**config.mk**
```make
export PLATFORM = sky130hd
export DESIGN_NAME = mem_arbiter
export DESIGN_NICKNAME = d
export VERILOG_FILES = /design/src/rtl/core_pkg.sv /design/src/rtl/bus_timeout.sv /design/src/rtl/mem_arbiter.sv
export SDC_FILE = /design/constraint.sdc
export NUM_CORES = 1
export LEC_CHECK = 0
export CORE_MARGIN = 4
export CORE_UTILIZATION = 45
export DETAILED_ROUTE_END_ITERATION = 6
export MAX_ROUTING_LAYER = met4
export PLACE_DENSITY = 0.86
export SLEW_MARGIN = 25
export SYNTH_ARGS = -nofsm -noshare
export SYNTH_HDL_FRONTEND = slang
export SYNTH_SLANG_ARGS = --single-unit
```
**constraint.sdc**
```tcl
create_clock -name i_clk -period 2.4 [get_ports i_clk]
set_input_delay 0.36 -clock i_clk [delete_from_list [all_inputs] [get_ports i_clk]]
set_output_delay 0.36 -clock i_clk [all_outputs]
set_load 0.05 [all_outputs]
```
**src/rtl/core_pkg.sv**
```systemverilog
// Shared core types: memory-arbiter state and grant encodings, plus a counter-width helper.
package core_pkg;

    typedef enum logic [1:0] {
        ARB_IDLE = 2'd0,
        ARB_BUS  = 2'd1,
        ARB_RESP = 2'd2
    } ArbState;

    typedef enum logic [1:0] {
        GNT_IF     = 2'd0,
        GNT_LSU_RD = 2'd1,
        GNT_LSU_WR = 2'd2
    } ArbGrant;

    // Bits needed to count 0..max_val, never less than one.
    function automatic int unsigned cnt_width(input int unsigned max_val);
        return (max_val < 1) ? 1 : $clog2(max_val + 1);
    endfunction

endpackage

```
**src/rtl/bus_timeout.sv**
```systemverilog
// Bus timeout counter: cleared at transaction start, counts enabled bus cycles,
// flags expiry once the count reaches TIMEOUT.
module bus_timeout
    import core_pkg::*;
#(
    parameter int unsigned TIMEOUT = 255
) (
    input  logic i_clk,
    input  logic i_rst_n,
    input  logic i_clr,
    input  logic i_inc,
    output logic o_expire_c
);

    localparam int unsigned CW = cnt_width(TIMEOUT);

    logic [CW-1:0] r_count;

    assign o_expire_c = (r_count == CW'(TIMEOUT));

    // Saturates at TIMEOUT so a stalled response cannot wrap the count.
    always_ff @(posedge i_clk) begin
        if (!i_rst_n) begin
            r_count <= '0;
        end else if (i_clr) begin
            r_count <= '0;
        end else if (i_inc && !o_expire_c) begin
            r_count <= r_count + CW'(1);
        end
    end

endmodule

```
**src/rtl/mem_arbiter.sv**
```systemverilog
// Memory bus arbiter: grants fetch or LSU access to the single memory bus,
// tracks the transaction to ack or timeout, and returns a one-cycle response.
module mem_arbiter
    import core_pkg::*;
#(
    parameter int unsigned AW            = 32,
    parameter int unsigned DW            = 32,
    parameter int unsigned TIMEOUT       = 255,
    parameter int unsigned MAX_LSU_BURST = 4
) (
    input  logic            i_clk,
    input  logic            i_rst_n,
    input  logic            i_clk_en,
    input  logic            i_if_read,
    input  logic [AW-1:0]   i_if_addr,
    output logic [DW-1:0]   o_if_data,
    output logic            o_if_ack,
    output logic            o_if_err,
    input  logic            i_lsu_read,
    input  logic [AW-1:0]   i_r_lsu_addr,
    output logic [DW-1:0]   o_r_lsu_data,
    input  logic            i_lsu_write,
    input  logic [AW-1:0]   i_w_lsu_addr,
    input  logic [DW/8-1:0] i_w_lsu_byte_en,
    input  logic [DW-1:0]   i_w_lsu_data,
    output logic            o_lsu_ack,
    output logic            o_lsu_err,
    output logic            o_mem_req,
    output logic            o_mem_we,
    output logic [AW-1:0]   o_mem_addr,
    output logic [DW/8-1:0] o_mem_byte_en,
    output logic [DW-1:0]   o_mem_wdata,
    input  logic [DW-1:0]   i_mem_rdata,
    input  logic            i_mem_ack,
    output logic            o_busy
);

    localparam int unsigned BW = DW / 8;
    localparam int unsigned SW = cnt_width(MAX_LSU_BURST);

    ArbState        r_state;
    ArbGrant        r_grant;
    logic [SW-1:0]  r_streak;
    logic           r_ack_pend;
    logic [DW-1:0]  r_pend_data;
    logic           r_mem_req;
    logic           r_mem_we;
    logic [AW-1:0]  r_mem_addr;
    logic [BW-1:0]  r_mem_be;
    logic [DW-1:0]  r_mem_wdata;
    logic           r_if_ack;
    logic           r_if_err;
    logic [DW-1:0]  r_if_data;
    logic           r_lsu_ack;
    logic           r_lsu_err;
    logic [DW-1:0]  r_lsu_data;
    logic           r_busy;

    logic           w_any_req;
    logic           w_starve;
    ArbGrant        w_winner;
    logic           w_ack;
    logic [DW-1:0]  w_ack_data;
    logic           w_tmo_clr;
    logic           w_tmo_inc;
    logic           w_expire;

    // Winner selection; a pending ack captured while stalled takes precedence over the live bus.
    always_comb begin
        w_any_req  = i_if_read | i_lsu_read | i_lsu_write;
        w_starve   = i_if_read && (r_streak == SW'(MAX_LSU_BURST));
        w_winner   = GNT_IF;
        if (!w_starve && i_lsu_write) begin
            w_winner = GNT_LSU_WR;
        end else if (!w_starve && i_lsu_read) begin
            w_winner = GNT_LSU_RD;
        end
        w_ack      = r_ack_pend | i_mem_ack;
        w_ack_data = r_ack_pend ? r_pend_data : i_mem_rdata;
        w_tmo_clr  = i_clk_en && (r_state == ARB_IDLE) && w_any_req;
        w_tmo_inc  = i_clk_en && (r_state == ARB_BUS);
    end

    bus_timeout #(
        .TIMEOUT (TIMEOUT)
    ) u_bus_timeout (
        .i_clk      (i_clk),
        .i_rst_n    (i_rst_n),
        .i_clr      (w_tmo_clr),
        .i_inc      (w_tmo_inc),
        .o_expire_c (w_expire)
    );

    always_ff @(posedge i_clk) begin
        if (!i_rst_n) begin
            r_state     <= ARB_IDLE;
            r_grant     <= GNT_IF;
            r_streak    <= '0;
            r_ack_pend  <= 1'b0;
            r_pend_data <= '0;
            r_mem_req   <= 1'b0;
            r_mem_we    <= 1'b0;
            r_mem_addr  <= '0;
            r_mem_be    <= '0;
            r_mem_wdata <= '0;
            r_if_ack    <= 1'b0;
            r_if_err    <= 1'b0;
            r_if_data   <= '0;
            r_lsu_ack   <= 1'b0;
            r_lsu_err   <= 1'b0;
            r_lsu_data  <= '0;
            r_busy      <= 1'b0;
        end else if (!i_clk_en) begin
            // Everything holds; only a bus ack is remembered for the next enabled cycle.
            if ((r_state == ARB_BUS) && i_mem_ack && !r_ack_pend) begin
                r_ack_pend  <= 1'b1;
                r_pend_data <= i_mem_rdata;
            end
        end else begin
            case (r_state)
                ARB_IDLE: begin
                    if (w_any_req) begin
                        r_state   <= ARB_BUS;
                        r_busy    <= 1'b1;
                        r_mem_req <= 1'b1;
                        r_grant   <= w_winner;
                        case (w_winner)
                            GNT_LSU_WR: begin
                                r_mem_addr  <= i_w_lsu_addr;
                                r_mem_we    <= 1'b1;
                                r_mem_be    <= i_w_lsu_byte_en;
                                r_mem_wdata <= i_w_lsu_data;
                            end
                            GNT_LSU_RD: begin
                                r_mem_addr  <= i_r_lsu_addr;
                                r_mem_we    <= 1'b0;
                                r_mem_be    <= '1;
                                r_mem_wdata <= '0;
                            end
                            default: begin
                                r_mem_addr  <= i_if_addr;
                                r_mem_we    <= 1'b0;
                                r_mem_be    <= '1;
                                r_mem_wdata <= '0;
                            end
                        endcase
                        if (w_winner == GNT_IF) begin
                            r_streak <= '0;
                        end else if (r_streak != SW'(MAX_LSU_BURST)) begin
                            r_streak <= r_streak + SW'(1);
                        end
                    end
                end
                ARB_BUS: begin
                    if (w_ack || w_expire) begin
                        r_state    <= ARB_RESP;
                        r_mem_req  <= 1'b0;
                        r_ack_pend <= 1'b0;
                        if (r_grant == GNT_IF) begin
                            r_if_ack  <= 1'b1;
                            r_if_err  <= !w_ack;
                            r_if_data <= w_ack ? w_ack_data : '0;
                        end else begin
                            r_lsu_ack  <= 1'b1;
                            r_lsu_err  <= !w_ack;
                            r_lsu_data <= w_ack ? w_ack_data : '0;
                        end
                    end
                end
                ARB_RESP: begin
                    r_state   <= ARB_IDLE;
                    r_busy    <= 1'b0;
                    r_if_ack  <= 1'b0;
                    r_if_err  <= 1'b0;
                    r_lsu_ack <= 1'b0;
                    r_lsu_err <= 1'b0;
                end
                default: begin
                    r_state <= ARB_IDLE;
                end
            endcase
        end
    end

    assign o_if_data     = r_if_data;
    assign o_if_ack      = r_if_ack;
    assign o_if_err      = r_if_err;
    assign o_r_lsu_data  = r_lsu_data;
    assign o_lsu_ack     = r_lsu_ack;
    assign o_lsu_err     = r_lsu_err;
    assign o_mem_req     = r_mem_req;
    assign o_mem_we      = r_mem_we;
    assign o_mem_addr    = r_mem_addr;
    assign o_mem_byte_en = r_mem_be;
    assign o_mem_wdata   = r_mem_wdata;
    assign o_busy        = r_busy;

endmodule

```
==> flow_metrics.tcl <==
set metrics [dict create \
    outcome "completed" \
    end_kind "output port" \
    cts-resized-gates 0 \
    finalSetupViolCount 0 \
    fin_skew_ps 17.7 \
    port-buffer-count 309 \
    seq_area_frac_synth 0.442 \
    finalCritPeriodShare 0.859 \
    cts_max_path_buffers 2 \
    area_delta_synth_final_pct 45.2 \
    synth_fp_nets 1193 \
    hold_class "input pin to flip-flop" \
    nets 1463 \
    clk_latency_ps 430 \
    worstSetupPathType "flip-flop to output port" \
    p_leak_nw 5.11 \
    netlist_instances 1019 \
    postRouteAntennaNets 0 \
    first_global_vias 7949 \
    cp_num_buf_inv 1 \
    cp_cell_sequence "clkdlybuf4s50_1" \
    finalWirelength_um 25300 \
    dp_cells 1499 \
    slew_headroom 0.582 \
    wl_per_cell_um 16.5 \
    arrival_ps 1700 \
    report.final.slew_viol_count 0 \
    timing.final.ws_setup_ps 338 \
    core-area_mm2 0.0182 \
    max_stage_delay_ps 890 \
    worstMarginPinSlew_ps 627 \
    die-area_mm2 0.0210 \
    std_cell_rows 49 \
    ys.flop_type "dfxtp_1" \
    clk_pin_slew_worst_paths_ps 70 \
    clkSinkCount 186 \
    ir_drop_uv 520 \
    cts_buffers 17 \
    n_fill_cell 1439 \
    cpMaxStageDelayCell "clkdlybuf4s50_1" \
    drc 0 \
    fp.dieW_um 145 \
    synth_warnings 0 \
    grt_overflow_total 0 \
    drt_iter0_drc 389 \
    finalPower_mw 7.42 \
    drt_first_pass_iters 5 \
    avgSynthCellArea_um2 8.27 \
    setup_tns_ps 0 \
    cts_setup_buffers 0 \
    vias 8253 \
    finalHoldViolCount 0 \
    antenna-diode-count 0 \
    htreeDepth 4 \
    crit_required_ps 2040 \
    ys_ff_latch 186 \
    tritoncts "yes" \
    place_hpwl_um 17900 \
    layout-drive-gt1-share 0.0799 \
    grt_use_total 0.237 \
    min_period_ps 2060 \
    fin_cells 1531 \
    grt_max_degree 66 \
    synthArstFlopShare 0 \
    synth_area_mm2 0.00843 \
    yosysUniqueCellTypes 51 \
    vias_per_cell 5.39 \
    ios 310 \
    cts_root_buf "clkbuf_16" \
    postCtsHoldBufs 0 \
    antenna_found_initial 0 \
    crit_family "buffers and inverters" \
    start_kind "flip-flop" \
    start_util 0.463 \
    grt_pass1_wl_um 38900 \
    post-place-ws_ps 131 \
    clock.fmax_ghz 0.485 \
    die_h_um 145 \
    cap_violations 0 \
    rsz0062_at_grt "no" \
    worst-path-max-fanout 4 \
    finalWeightedCongestion 0.914 \
    synth_enable_flop_cells 0 \
    p_per_area_mw_per_mm2 607 \
]
## routing by layer
metal  vias up  share of wire  GRT usage
li1       4004              -          -
met1      3839           0.41      0.287
met2       340           0.49      0.385
met3        70          0.060     0.0381
met4         0          0.043      0.117
met5         -              0          -
## cells by family after synthesis
kind of cell    count (synthesis)  synth area share
compound gates                197             0.184
buf+inv                       118            0.0650
flops                         186             0.442
simple gates                  444             0.221
fa+ha+maj                       3           0.00445
mux                            67            0.0796
xor+xnor                        4           0.00416
## path summary, 6_finish.rpt
kind / slack, ps / startpoint / end / cells past startpoint
worst max-delay path: 340 / r_grant[1]$_SDFFE_PN0P_ / o_mem_we / 1
worst min-delay path: 420 / i_rst_n / o_mem_addr[9]$_SDFFE_PN0P_ / 3
worst min register to register: 460 / r_pend_data[17]$_SDFFE_PN0P_ / r_pend_data[17]$_SDFFE_PN0P_ / 2
worst max register to register: 510 / u_bus_timeout.r_count[0]$_SDFFE_PP0P_ / o_r_lsu_data[5]$_SDFFE_PN0P_ / 6
## layout by cell type (no fill, tap or decap), types with 3 or more instances in the layout
cell and n:
nand2_1 234, dfxtp_1 185, o41ai_2 29, buf_4 17
o21ai_0 39, mux2i_1 67, inv_8 4, clkinvlp_4 3
a31oi_1 33, nand2b_1 3, nand3_1 36, o41ai_1 3
nor2_1 145, o22ai_1 7, xor2_1 4, ha_1 3
buf_12 7, clkbuf_16 17, a21oi_1 40, clkdlybuf4s50_1 307
inv_1 36, a22o_1 32, inv_6 4
## registers in the layout, indices dropped and copies added, names as in the netlist, 2 cells and up
name and cells:
r_grant 2, r_pend_data 32, o_r_lsu_data 32, r_state 2, u_bus_timeout.r_count 8, o_mem_wdata 32, o_mem_byte_en 4, o_mem_addr 32
o_if_data 32, r_streak 3
## cells in the mapped netlist, drive strengths merged, types with 5 or more instances
master | n | area share
a31oi | 33 | 0.024
a21oi | 41 | 0.025
o22ai | 7 | 0.0052
a22o | 32 | 0.033
buf | 36 | 0.029
nand2 | 236 | 0.11
mux2i | 67 | 0.080
dfxtp | 186 | 0.44
nor2 | 147 | 0.066
o41ai | 32 | 0.059
nand3 | 38 | 0.023
inv | 37 | 0.016
o21ai | 40 | 0.024
clkbuf | 45 | 0.020
nand2b | 5 | 0.0055
## power breakdown
group	total, mW	internal (mW)	switching [mW]
Combinational	1.44	0.623	0.819
Sequential	3.28	3.20	0.0743
Clock	2.70	1.43	1.28
Total	7.42	5.25	2.17
## area by class of cell
type | count | area [um^2] | area share
clock inverter | 11 | 103 | 0.00838
multi-input combinational | 715 | 4180 | 0.341
clock buffer | 21 | 460 | 0.0376
inverter | 37 | 139 | 0.0113
sequential | 186 | 3720 | 0.304
tap | 229 | 287 | 0.0234
timing repair buffer | 332 | 3350 | 0.273
## stage by stage
step                      hold slack (ps)  utilization  instance area [um^2]
after floorplan                       436            -                  8430
after global placement                442        0.641                 11700
after global routing                  435        0.672                 12200
after detailed placement              447        0.641                 11700
after CTS                             405        0.672                 12200
final                                 424        0.672                 12200
Note: power is estimated with default switching activity, not from simulation.
